--- config.mk ---
export PLATFORM = sky130hd
export DESIGN_NAME = apb_rr_master
export DESIGN_NICKNAME = d
export VERILOG_FILES = /design/src/rtl/apb_rr_master.sv
export SDC_FILE = /design/constraint.sdc
export NUM_CORES = 1
export LEC_CHECK = 0
export BUFFER_PORTS_ARGS = -buffer_cell sky130_fd_sc_hd__buf_2
export CAP_MARGIN = 20
export CORE_AREA = 4 4 105 107
export DETAILED_ROUTE_END_ITERATION = 12
export DIE_AREA = 0 0 109 111
export PLACE_DENSITY = 0.87
export SLEW_MARGIN = 20
export SYNTH_ARGS = -nofsm -noshare
export SYNTH_HDL_FRONTEND = slang
export SYNTH_SLANG_ARGS = --single-unit
--- constraint.sdc ---
create_clock -name pclk -period 4.15 [get_ports pclk]
set_clock_uncertainty 0.05 [all_clocks]
set_input_delay 0.2075 -clock pclk [delete_from_list [all_inputs] [get_ports pclk]]
set_output_delay 0.2075 -clock pclk [all_outputs]
set_load 0.02 [all_outputs]
--- src/rtl/apb_rr_master.sv ---
`default_nettype none
// ============================================================================
// Module      : apb_rr_master
// Description : Round-robin APB master sharing one APB slave between
//               NUM_REQ requesters. Each grant runs one SETUP/ACCESS
//               transfer with a bounded pready wait. Misaligned or
//               out-of-range addresses are rejected without an APB transfer.
// Revision    : 1.0 - initial release
// ============================================================================
module apb_rr_master #(
   parameter int NUM_REQ        = 2,
   parameter int TIMEOUT_CYCLES = 16,
   parameter int ADDR_LIMIT     = 32
) (
   input  logic                    pclk,
   input  logic                    preset,
   input  logic [NUM_REQ-1:0]      req_valid,
   input  logic [NUM_REQ-1:0]      req_write,
   input  logic [NUM_REQ*32-1:0]   req_addr,
   input  logic [NUM_REQ*32-1:0]   req_wdata,
   output logic [NUM_REQ-1:0]      req_ack,
   output logic [NUM_REQ-1:0]      rsp_valid,
   output logic [31:0]             rsp_rdata,
   output logic                    rsp_err,
   output logic                    rsp_timeout,
   output logic [31:0]             paddr,
   output logic [31:0]             pwdata,
   output logic                    pwrite,
   output logic                    psel,
   output logic                    penable,
   input  logic                    pready,
   input  logic                    pslverr,
   input  logic [31:0]             prdata
);

   localparam int IW = (NUM_REQ > 1) ? $clog2(NUM_REQ) : 1;
   localparam int CW = $clog2(TIMEOUT_CYCLES + 1);
   localparam logic [IW-1:0] LAST_IDX = IW'(NUM_REQ - 1);
   localparam logic [CW-1:0] TMO_LAST = CW'(TIMEOUT_CYCLES - 1);

   typedef enum logic [1:0] {
      IDLE   = 2'd0,
      SETUP  = 2'd1,
      ACCESS = 2'd2,
      RESP   = 2'd3
   } state_t;

   state_t          state;
   state_t          state_nx;
   logic [IW-1:0]   rr_ptr;
   logic [IW-1:0]   cur_idx;
   logic [IW-1:0]   gnt_idx;
   logic [IW-1:0]   cand;
   logic            gnt_found;
   logic [31:0]     sel_addr;
   logic [31:0]     sel_wdata;
   logic            sel_write;
   logic            sel_reject;
   logic [CW-1:0]   tmo_cnt;
   logic            tmo_hit;

   function automatic logic [NUM_REQ-1:0] onehot(input logic [IW-1:0] idx);
      onehot      = '0;
      onehot[idx] = 1'b1;
   endfunction

   // Round-robin search: first valid requester strictly after rr_ptr, wrapping.
   always_comb begin
      gnt_found = 1'b0;
      gnt_idx   = '0;
      cand      = '0;
      for (int k = 1; k <= NUM_REQ; k++) begin
         cand = IW'((int'(rr_ptr) + k) % NUM_REQ);
         if (!gnt_found && req_valid[cand]) begin
            gnt_found = 1'b1;
            gnt_idx   = cand;
         end
      end
   end

   // Mux the granted requester's fields and decide on local rejection.
   always_comb begin
      sel_addr  = '0;
      sel_wdata = '0;
      sel_write = 1'b0;
      for (int i = 0; i < NUM_REQ; i++) begin
         if (gnt_idx == IW'(i)) begin
            sel_addr  = req_addr[32*i +: 32];
            sel_wdata = req_wdata[32*i +: 32];
            sel_write = req_write[i];
         end
      end
      sel_reject = (sel_addr >= 32'(ADDR_LIMIT)) || (sel_addr[1:0] != 2'b00);
   end

   assign tmo_hit = (tmo_cnt == TMO_LAST);

   // Next-state logic and the combinational accept pulse.
   always_comb begin
      state_nx = state;
      req_ack  = '0;
      case (state)
         IDLE: begin
            if (gnt_found && !preset) begin
               req_ack  = onehot(gnt_idx);
               state_nx = sel_reject ? RESP : SETUP;
            end
         end
         SETUP:   state_nx = ACCESS;
         ACCESS:  if (pready || tmo_hit) state_nx = RESP;
         RESP:    state_nx = IDLE;
         default: state_nx = IDLE;
      endcase
   end

   // State, latched request, registered APB outputs and response registers.
   always_ff @(posedge pclk) begin
      if (preset) begin
         state       <= IDLE;
         rr_ptr      <= LAST_IDX;
         cur_idx     <= '0;
         tmo_cnt     <= '0;
         psel        <= 1'b0;
         penable     <= 1'b0;
         pwrite      <= 1'b0;
         paddr       <= '0;
         pwdata      <= '0;
         rsp_valid   <= '0;
         rsp_rdata   <= '0;
         rsp_err     <= 1'b0;
         rsp_timeout <= 1'b0;
      end else begin
         state     <= state_nx;
         psel      <= (state_nx == SETUP) || (state_nx == ACCESS);
         penable   <= (state_nx == ACCESS);
         rsp_valid <= '0;
         // Counter runs only while ACCESS persists; first ACCESS cycle sees 0.
         tmo_cnt   <= (state == ACCESS && state_nx == ACCESS) ? tmo_cnt + CW'(1) : '0;

         if (state == IDLE && gnt_found) begin
            rr_ptr  <= gnt_idx;
            cur_idx <= gnt_idx;
            if (sel_reject) begin
               // Rejected locally: APB bus keeps its previous address/data.
               rsp_valid   <= onehot(gnt_idx);
               rsp_rdata   <= '0;
               rsp_err     <= 1'b1;
               rsp_timeout <= 1'b0;
            end else begin
               paddr  <= sel_addr;
               pwdata <= sel_wdata;
               pwrite <= sel_write;
            end
         end

         if (state == ACCESS && state_nx == RESP) begin
            rsp_valid <= onehot(cur_idx);
            if (pready) begin
               rsp_rdata   <= pwrite ? 32'h0 : prdata;
               rsp_err     <= pslverr;
               rsp_timeout <= 1'b0;
            end else begin
               rsp_rdata   <= '0;
               rsp_err     <= 1'b1;
               rsp_timeout <= 1'b1;
            end
         end
      end
   end

endmodule
`default_nettype wire

==> results.md, run 1 <==
* Die X at 109 µm
* Tot GR Track Use at 0.2171
* WP data arrival at 3.44 ns
* Critical path class: flip-flop to flip-flop
* GP Congestion at 0.9278
* Share of async-settable or async-resettable flops after synthesis at 0
* Non-Filler Instances at 820
* Hold Fails Final Rpt at 0
* Placed insts at 785
* Max-capacitance violation count at 0
* Dpl cell area at 0.005734 mm²
* Syn_area_per_cell at 10.65 µm²
* CTS resizes at 0
* # IOs at 273
* Detailed-route wire length per cell at 16.63 µm
* Worst skew pair latency at 0.37 ns
* Vias in the first global route at 4471
* Fin crit share at 0.7702
* CTS sink count at 112
* Status: completed
* Max Fclk at 312.9 MHz
* Netlist Area Pre-Place at 0.004293 mm²
* Measured slew at the worst slew-check pin at 0.9539 ns
* N_diodes at 0
* Ratio of cells with drive above 1 in the final layout at 0.4401
* Die Ht at 111 µm
* Area grow syn2layout at 42.79%
* Total CTS buffers at 9
* Post-DR vias/cell at 5.257
* Max transition margin at 0.3624
* First-pass DRT Iterations at 6
* Clk root buf: clkbuf_8
* CP max FO at 32
* Layout Nets at 854
* Tot Pwr at 2.255 mW
* Number of synthesis warnings at 0
* # fillers at 849
* DR iter-0 viols at 224
* DIE AREA at 0.01210 mm²
* Setup Total Neg Slack at 0 ns
* First-pass GRT wire length at 21420 µm
* CP startpoint kind: flip-flop
* Slew Viols, Final at 0
* Pwr Density at 367.8 mW/mm²
* Initial antenna violation count at 0
* Post-route cell area at 0.006130 mm²
* Starting Density at 0.4234
* CP endpoint kind: flip-flop
* Most used DFF post-synth: dfxtp_1
* TritonCTS clock tree: built
* Clk buf depth at 2
* Global route total overflow at 0
* Flops & latches, synth at 112
* PortBufs at 272
* DP Wirelength at 10130 µm
* Core area at 0.01014 mm²
* Seq/Total Area, Yosys at 0.5223
* Yosys cell types at 37
* CP required at 4.40 ns
* Num rows at 37
* Setup violators final at 0
* H-tree levels at 3
* Routed wire length at 13630 µm
* Post-DRT Antenna Nets at 0
* LEAKAGE at 3.000 nW
* Clock Pin Slew Worst Setup and Hold Paths at 0.11 ns
* Worst Hold Class: input port to flip-flop
* Gate Count Post-Synth at 403
* Routed vias at 4311
* Pin count of the biggest net entering global routing at 49
* RSZ-0062 raised after global routing: no
* Max IR drop VDD at 0.2076 mV
* Final min period at 3.196 ns
* Post-synth EDFFs at 0
* DRC viols at 0
* Mapped Nets at 578
==> final cells by class <==
type	count	area, µm²	share of cell area
multi-input combinational	252	1896	0.3092
timing repair buffer	297	1597	0.2605
sequential	112	2242	0.3658
tap	136	170.2	0.02776
inverter	7	26.28	0.004287
clock inverter	7	75.07	0.01225
clock buffer	9	123.9	0.02021
==> metal layers <==
metal,wire length (µm),up-vias,global-route usage
met3,926,31,0.05242
li1,-,2081,-
met2,6738,167,0.3739
met5,0,-,0
met1,5662,2032,0.2630
met4,307,0,0.06734
==> cells by family after synthesis <==
logic type                 Yosys count  share of synthesized area
AOI/OAI and AO/OA                   85                     0.1583
xor gates and xnor gates             2                   0.004081
muxes                               36                    0.08394
adders and majority gates            7                    0.02040
DFF                                112                     0.5223
buffers and inverters               39                    0.04284
and+or+nand+nor                    122                     0.1682
==> registers in the layout, indices dropped and copies added (netlist names), 2 cells and up <==
register   flops
rsp_rdata     32
pwdata        32
state          2
tmo_cnt        5
paddr         32
rsp_valid      2
==> worst max-delay path: stages (launching register included) <==
cell and delay [ns]:
dfxtp_1 0.34, ha_1 0.22, and3_1 0.19, ha_1 0.18
nor3_1 0.17, a21oi_1 0.06, o22ai_1 0.23, inv_1 0.09
ha_1 0.21, nand2_1 0.26, nand2_1 0.16, a31oi_4 0.71
a22o_1 0.25
==> metrics by stage <==
| step | utilization | setup slack [ns] | hold slack [ns] |
|---|---|---|---|
| 6_report | 0.6046 | 0.9538 | 0.01695 |
| 5_1_grt | 0.6046 | 0.6414 | 0.003093 |
| 4_1_cts | 0.6040 | 0.9465 | 0.001723 |
| 3_5_place_dp | 0.5656 | 0.8698 | 0.3773 |
| 3_3_place_gp | 0.5655 | 1.026 | 0.3742 |
| 2_1_floorplan | - | 1.607 | 0.2902 |
==> cell usage in the layout, fill, tap and decap left out, drive strengths merged, types with 4 or more instances in the layout <==
| master | count |
|---|---|
| dfxtp | 112 |
| and2 | 29 |
| o31ai | 37 |
| inv | 8 |
| nor3 | 6 |
| ha | 7 |
| clkbuf | 9 |
| a21oi | 4 |
| nand4 | 40 |
| a22o | 32 |
| nor4 | 12 |
| nor2 | 10 |
| mux2i | 36 |
| nand2 | 8 |
| clkinv | 6 |
| dlygate4sd3 | 19 |
| buf | 278 |
| and3 | 4 |
==> synth_stat cells (2+ instances only) <==
master    instances  area share
o31ai_1          37       0.065
nand2_1           8      0.0070
o32ai_1           2      0.0041
a21oi_1           4      0.0047
ha_1              7       0.020
buf_2            12       0.014
dfxtp_1         112        0.52
a22o_1           32       0.065
and4_1            2      0.0041
o21ai_0           2      0.0023
nor3_1            6      0.0070
clkbuf_1         17       0.015
nand4_1          40       0.058
mux2i_1          36       0.084
a31oi_1           2      0.0029
buf_6             3      0.0079
nor2b_1           3      0.0044
and3_1            4      0.0058
nand3_1           3      0.0035
inv_1             6      0.0052
and2_1           29       0.042
nor4_1           12       0.017
nor2_1           10      0.0087
==> path summary, 6_finish.rpt <==
path / from / end / slack (ns) / cells after the start
setup / recovery: tmo_cnt[0] / rsp_rdata[5] / 0.95 / 12
hold / removal: prdata[13] / rsp_rdata[13] / 0.02 / 2
setup reg to reg: tmo_cnt[0] / rsp_rdata[5] / 0.95 / 12
hold reg to reg: tmo_cnt[0] / tmo_cnt[0] / 0.41 / 1
==> report_power, final <==
part / switching [mW] / total [mW] / leakage (nW) / internal, mW
registers: 0.0216 / 1.14 / 0.904 / 1.12
clock network: 0.399 / 0.636 / 0.101 / 0.236
logic: 0.276 / 0.481 / 1.99 / 0.205
total: 0.697 / 2.25 / 3.00 / 1.56
==> repair_timing <==
action                     CTS  global route
setup buffers                0             0
hold buffers                19             0
hold endpoints to repair    19             0
setup endpoints to repair    0             0
Power figures use the tool's default switching activity.
==> run 2: changes to the inputs <==
--- a/config.mk
+++ b/config.mk
@@ -5,12 +5,14 @@
 export SDC_FILE = /design/constraint.sdc
 export NUM_CORES = 1
 export LEC_CHECK = 0
+export ABC_AREA = 1
 export BUFFER_PORTS_ARGS = -buffer_cell sky130_fd_sc_hd__buf_2
 export CAP_MARGIN = 20
-export CORE_AREA = 4 4 105 107
+export CORE_ASPECT_RATIO = 1.4
+export CORE_MARGIN = 4
+export CORE_UTILIZATION = 41
 export DETAILED_ROUTE_END_ITERATION = 12
-export DIE_AREA = 0 0 109 111
-export PLACE_DENSITY = 0.87
+export PLACE_DENSITY = 0.84
 export SLEW_MARGIN = 20
 export SYNTH_ARGS = -nofsm -noshare
 export SYNTH_HDL_FRONTEND = slang
==> constraint.sdc (replaced) <==
create_clock -name pclk -period 2.8 [get_ports pclk]
set_clock_uncertainty 0.05 [all_clocks]
set_input_delay 0.14 -clock pclk [delete_from_list [all_inputs] [get_ports pclk]]
set_output_delay 0.14 -clock pclk [all_outputs]
set_load 0.02 [all_outputs]
==> run 2 against run 1 <==
Critical path type unchanged. Setup slack got worse by 0.72 ns. Clock-buffer cell count unchanged. Non-clock buffer count increased by 21. Synthesized area increased by 19%. Design area increased by 17%. Largest cell class is now multi-input combinational cells. Combinational power increased by 85%.
==> results.md, run 2 <==
* Synth top area cells: dfxtp_1 (44%), nand2_1 (24%), a21oi_1 (7.4%)
* Worst slack, placed at 0.02662 ns (-0.8432 ns)
* Detailed-route wire length per cell at 13.78 µm (-17%)
* Regs by FF count: paddr: 32 flops, pwdata: 32 flops, rsp_rdata: 32 flops
* CP required at 3.02 ns (-1.38 ns)
* LEAKAGE at 3.708 nW (+24%)
* Share of async-settable or async-resettable flops after synthesis at 0 (unchanged)
* H-tree levels at 3 (unchanged)
* CP endpoint kind: flip-flop
* Hold Fails Final Rpt at 0 (unchanged)
* Cell type with the largest total area after synthesis: dfxtp_1
* CTS sink count at 112 (unchanged)
* GP Congestion at 0.8830 (-4.8%)
* R2R depth at 19 (+7)
* Flops & latches, synth at 112 (unchanged)
* Layout Nets at 1202 (+41%)
* Non-Filler Instances at 1179 (+44%)
* Pin count of the biggest net entering global routing at 73 (+49%)
* Worst setup startpoint: rr_ptr
* Share of Yosys cell area claimed by the top area cell type at 0.4407 (-0.08157)
* DRC viols at 0 (unchanged)
* Most used DFF post-synth: dfxtp_1
* Clk root buf: clkbuf_16
* Setup Total Neg Slack at 0 ns (unchanged)
* Die Ht at 139.8 µm (+26%)
* R2r startpoint: rr_ptr
* Measured slew at the worst slew-check pin at 0.7185 ns (-0.2354 ns)
* Setup WS post-layout at 0.2351 ns (-0.7187 ns)
* N_diodes at 0 (unchanged)
* Starting Density at 0.4241 (+0.0006483)
* Max IR drop VDD at 0.2672 mV (+29%)
* DIE AREA at 0.01428 mm² (+18%)
* Core area at 0.01200 mm² (+18%)
* Setup Buffers After CTS at 0 (unchanged)
* Post-DR vias/cell at 4.855 (-7.7%)
* Clock Pin Slew Worst Setup and Hold Paths at 0.08 ns (-0.03 ns)
* Tot GR Track Use at 0.2176 (+0.0005252)
* Area grow syn2layout at 41.54%
* Status: completed
* Initial antenna violation count at 0 (unchanged)
* Setup violators final at 0 (unchanged)
* Ratio of cells with drive above 1 in the final layout at 0.3149 (-0.1251)
* Worst setup path endpoint: rsp_rdata[25]
* Max-capacitance violation count at 0 (unchanged)
* Total CTS buffers at 9 (unchanged)
* First-pass GRT wire length at 25260 µm (+18%)
* Fin crit share at 0.9160 (+0.1459)
* Commonest cells in the netlist: nand2_1 (326), dfxtp_1 (112), a21oi_1 (75), nor2_1 (52), inv_1 (46)
* Max transition margin at 0.5210 (+0.1586)
* CP startpoint kind: flip-flop
* Tot Pwr at 3.831 mW (+70%)
* Syn_area_per_cell at 6.829 µm² (-36%)
* Flop2flop setup slack at 0.24 ns (-0.72 ns)
* Number of synthesis warnings at 0 (unchanged)
* Num rows at 47 (+27%)
* Most common cell after layout, fill and taps aside: nand2_1
* DP Wirelength at 11480 µm (+13%)
* Vias in the first global route at 5532 (+24%)
* Post-DRT Antenna Nets at 0 (unchanged)
* # IOs at 273 (unchanged)
* Most frequent cell after synthesis: nand2_1
* Clk buf depth at 2 (unchanged)
* Routed wire length at 16250 µm (+19%)
* Most frequent cells in the layout: nand2_1 (325), buf_2 (271), dfxtp_1 (111), a21oi_1 (75), nor2_1 (52)
* Worst skew pair latency at 0.34 ns (-0.03 ns)
* First-pass DRT Iterations at 4 (-2)
* Final min period at 2.565 ns (-0.6313 ns)
* Critical path class: flip-flop to flip-flop
* Yosys cell types at 27 (-27%)
* PortBufs at 272 (unchanged)
* Post-synth EDFFs at 0 (unchanged)
* TritonCTS clock tree: built
* DR iter-0 viols at 232 (+3.6%)
* Gate Count Post-Synth at 745 (+85%)
* Worst Hold Class: input port to flip-flop
* Seq/Total Area, Yosys at 0.4407 (-0.08157)
* Placed insts at 1129 (+44%)
* Global route total overflow at 0 (unchanged)
* Die X at 102.1 µm (-6.3%)
* Final Util at 0.6002 (-0.004362)
* Slew Viols, Final at 0 (unchanged)
* CP max FO at 17 (-47%)
* WP data arrival at 2.78 ns (-0.66 ns)
* Mapped Nets at 920 (+59%)
* R2R Path End: rsp_rdata[25]
* Routed vias at 5724 (+33%)
* RSZ-0062 raised after global routing: no
* Pwr Density at 532.1 mW/mm² (+45%)
* Max Fclk at 389.9 MHz (+25%)
* Netlist Area Pre-Place at 0.005087 mm² (+19%)
## run 2: cell types whose count changed in the layout (fill, tap and decap cells not counted), moves of 11 or more
cell           previous run  this run
dlygate4sd3_1            19        31
a21oi_1                   4        75
mux2i_1                  36         0
nand4_1                  40         1
a22o_1                   32         0
o31ai_1                  37         1
and2_1                   29         0
nor4_1                   12         0
nand3_1                   3        28
nand3b_1                  1        21
inv_1                     6        46
nor2_1                    9        52
nand2_1                   8       325
nand3_2                   0        11
## run 2: how the worst min path moves through the flow
stage                    start       endpoint  slack (ns)  cells after the start
finish              prdata[27]  rsp_rdata[27]        0.02                      3
detailed placement      preset   rsp_rdata[5]        0.29                      2
global route        prdata[27]  rsp_rdata[27]        0.01                      3
CTS                 prdata[27]  rsp_rdata[27]       0.004                      3
global placement        preset   rsp_rdata[8]        0.29                      2
floorplan           prdata[11]  rsp_rdata[11]        0.24                      2
## run 2: final cells by class
class                      count  area [µm²]
timing repair buffer         318        1844
inverter                      47       176.4
multi-input combinational    539        2454
sequential                   112        2243
clock inverter                 7       73.82
tap                          147       183.9
fill                        1081        4796
clock buffer                   9       225.2
## run 2: kinds of logic after synthesis
group / synth area share
compound gates: 0.08337
simple gates: 0.3731
flops: 0.4407
buf+inv: 0.08559
fa+ha+maj: 0.01722
## run 2: per-stage QoR
stage | hold WS, ns | area [µm²]
finish | 0.02000 | 7201
global route | 0.01388 | 7201
CTS | 0.004479 | 7122
detailed placement | 0.2894 | 6504
global placement | 0.2887 | 6504
floorplan | 0.2380 | 5087
## run 2: per-layer routing
layer  global-route usage  routed length [µm]
met5                    0                   0
met4               0.1182                 661
met3              0.04306                1224
met2               0.3813                8360
met1               0.2405                6001
## run 2: worst max-delay path, cell delays in order, from the launching register on
cell and delay [ns]:
dfxtp_2 0.34, nand2_4 0.12, nand2_8 0.11, inv_1 0.15
nand2_1 0.06, nand2_1 0.05, nor2_1 0.05, nand2_1 0.07
nor2_2 0.05, nand2_2 0.11, nand2_1 0.06, nand2_1 0.05
o21ai_0 0.10, inv_1 0.10, ha_1 0.20, nand2_4 0.11
nor3_4 0.21, buf_6 0.22, nand2_1 0.08, a21oi_1 0.17
## run 2: timing repair
item | in CTS | in global routing
pin swaps | 0 | 1
hold buffers | 31 | 0
gates resized for setup | 1 | 11
hold endpoints to repair | 31 | 0
setup endpoints to repair | 26 | 35
gates cloned | 0 | 3
## run 2: power by group
group          switching [mW]  internal [mW]  total (mW)  leakage [nW]
Sequential             0.0277           1.65        1.68         0.904
Combinational           0.549          0.343       0.892          2.66
Clock                   0.634          0.629        1.26         0.143
Total                    1.21           2.62        3.83          3.71
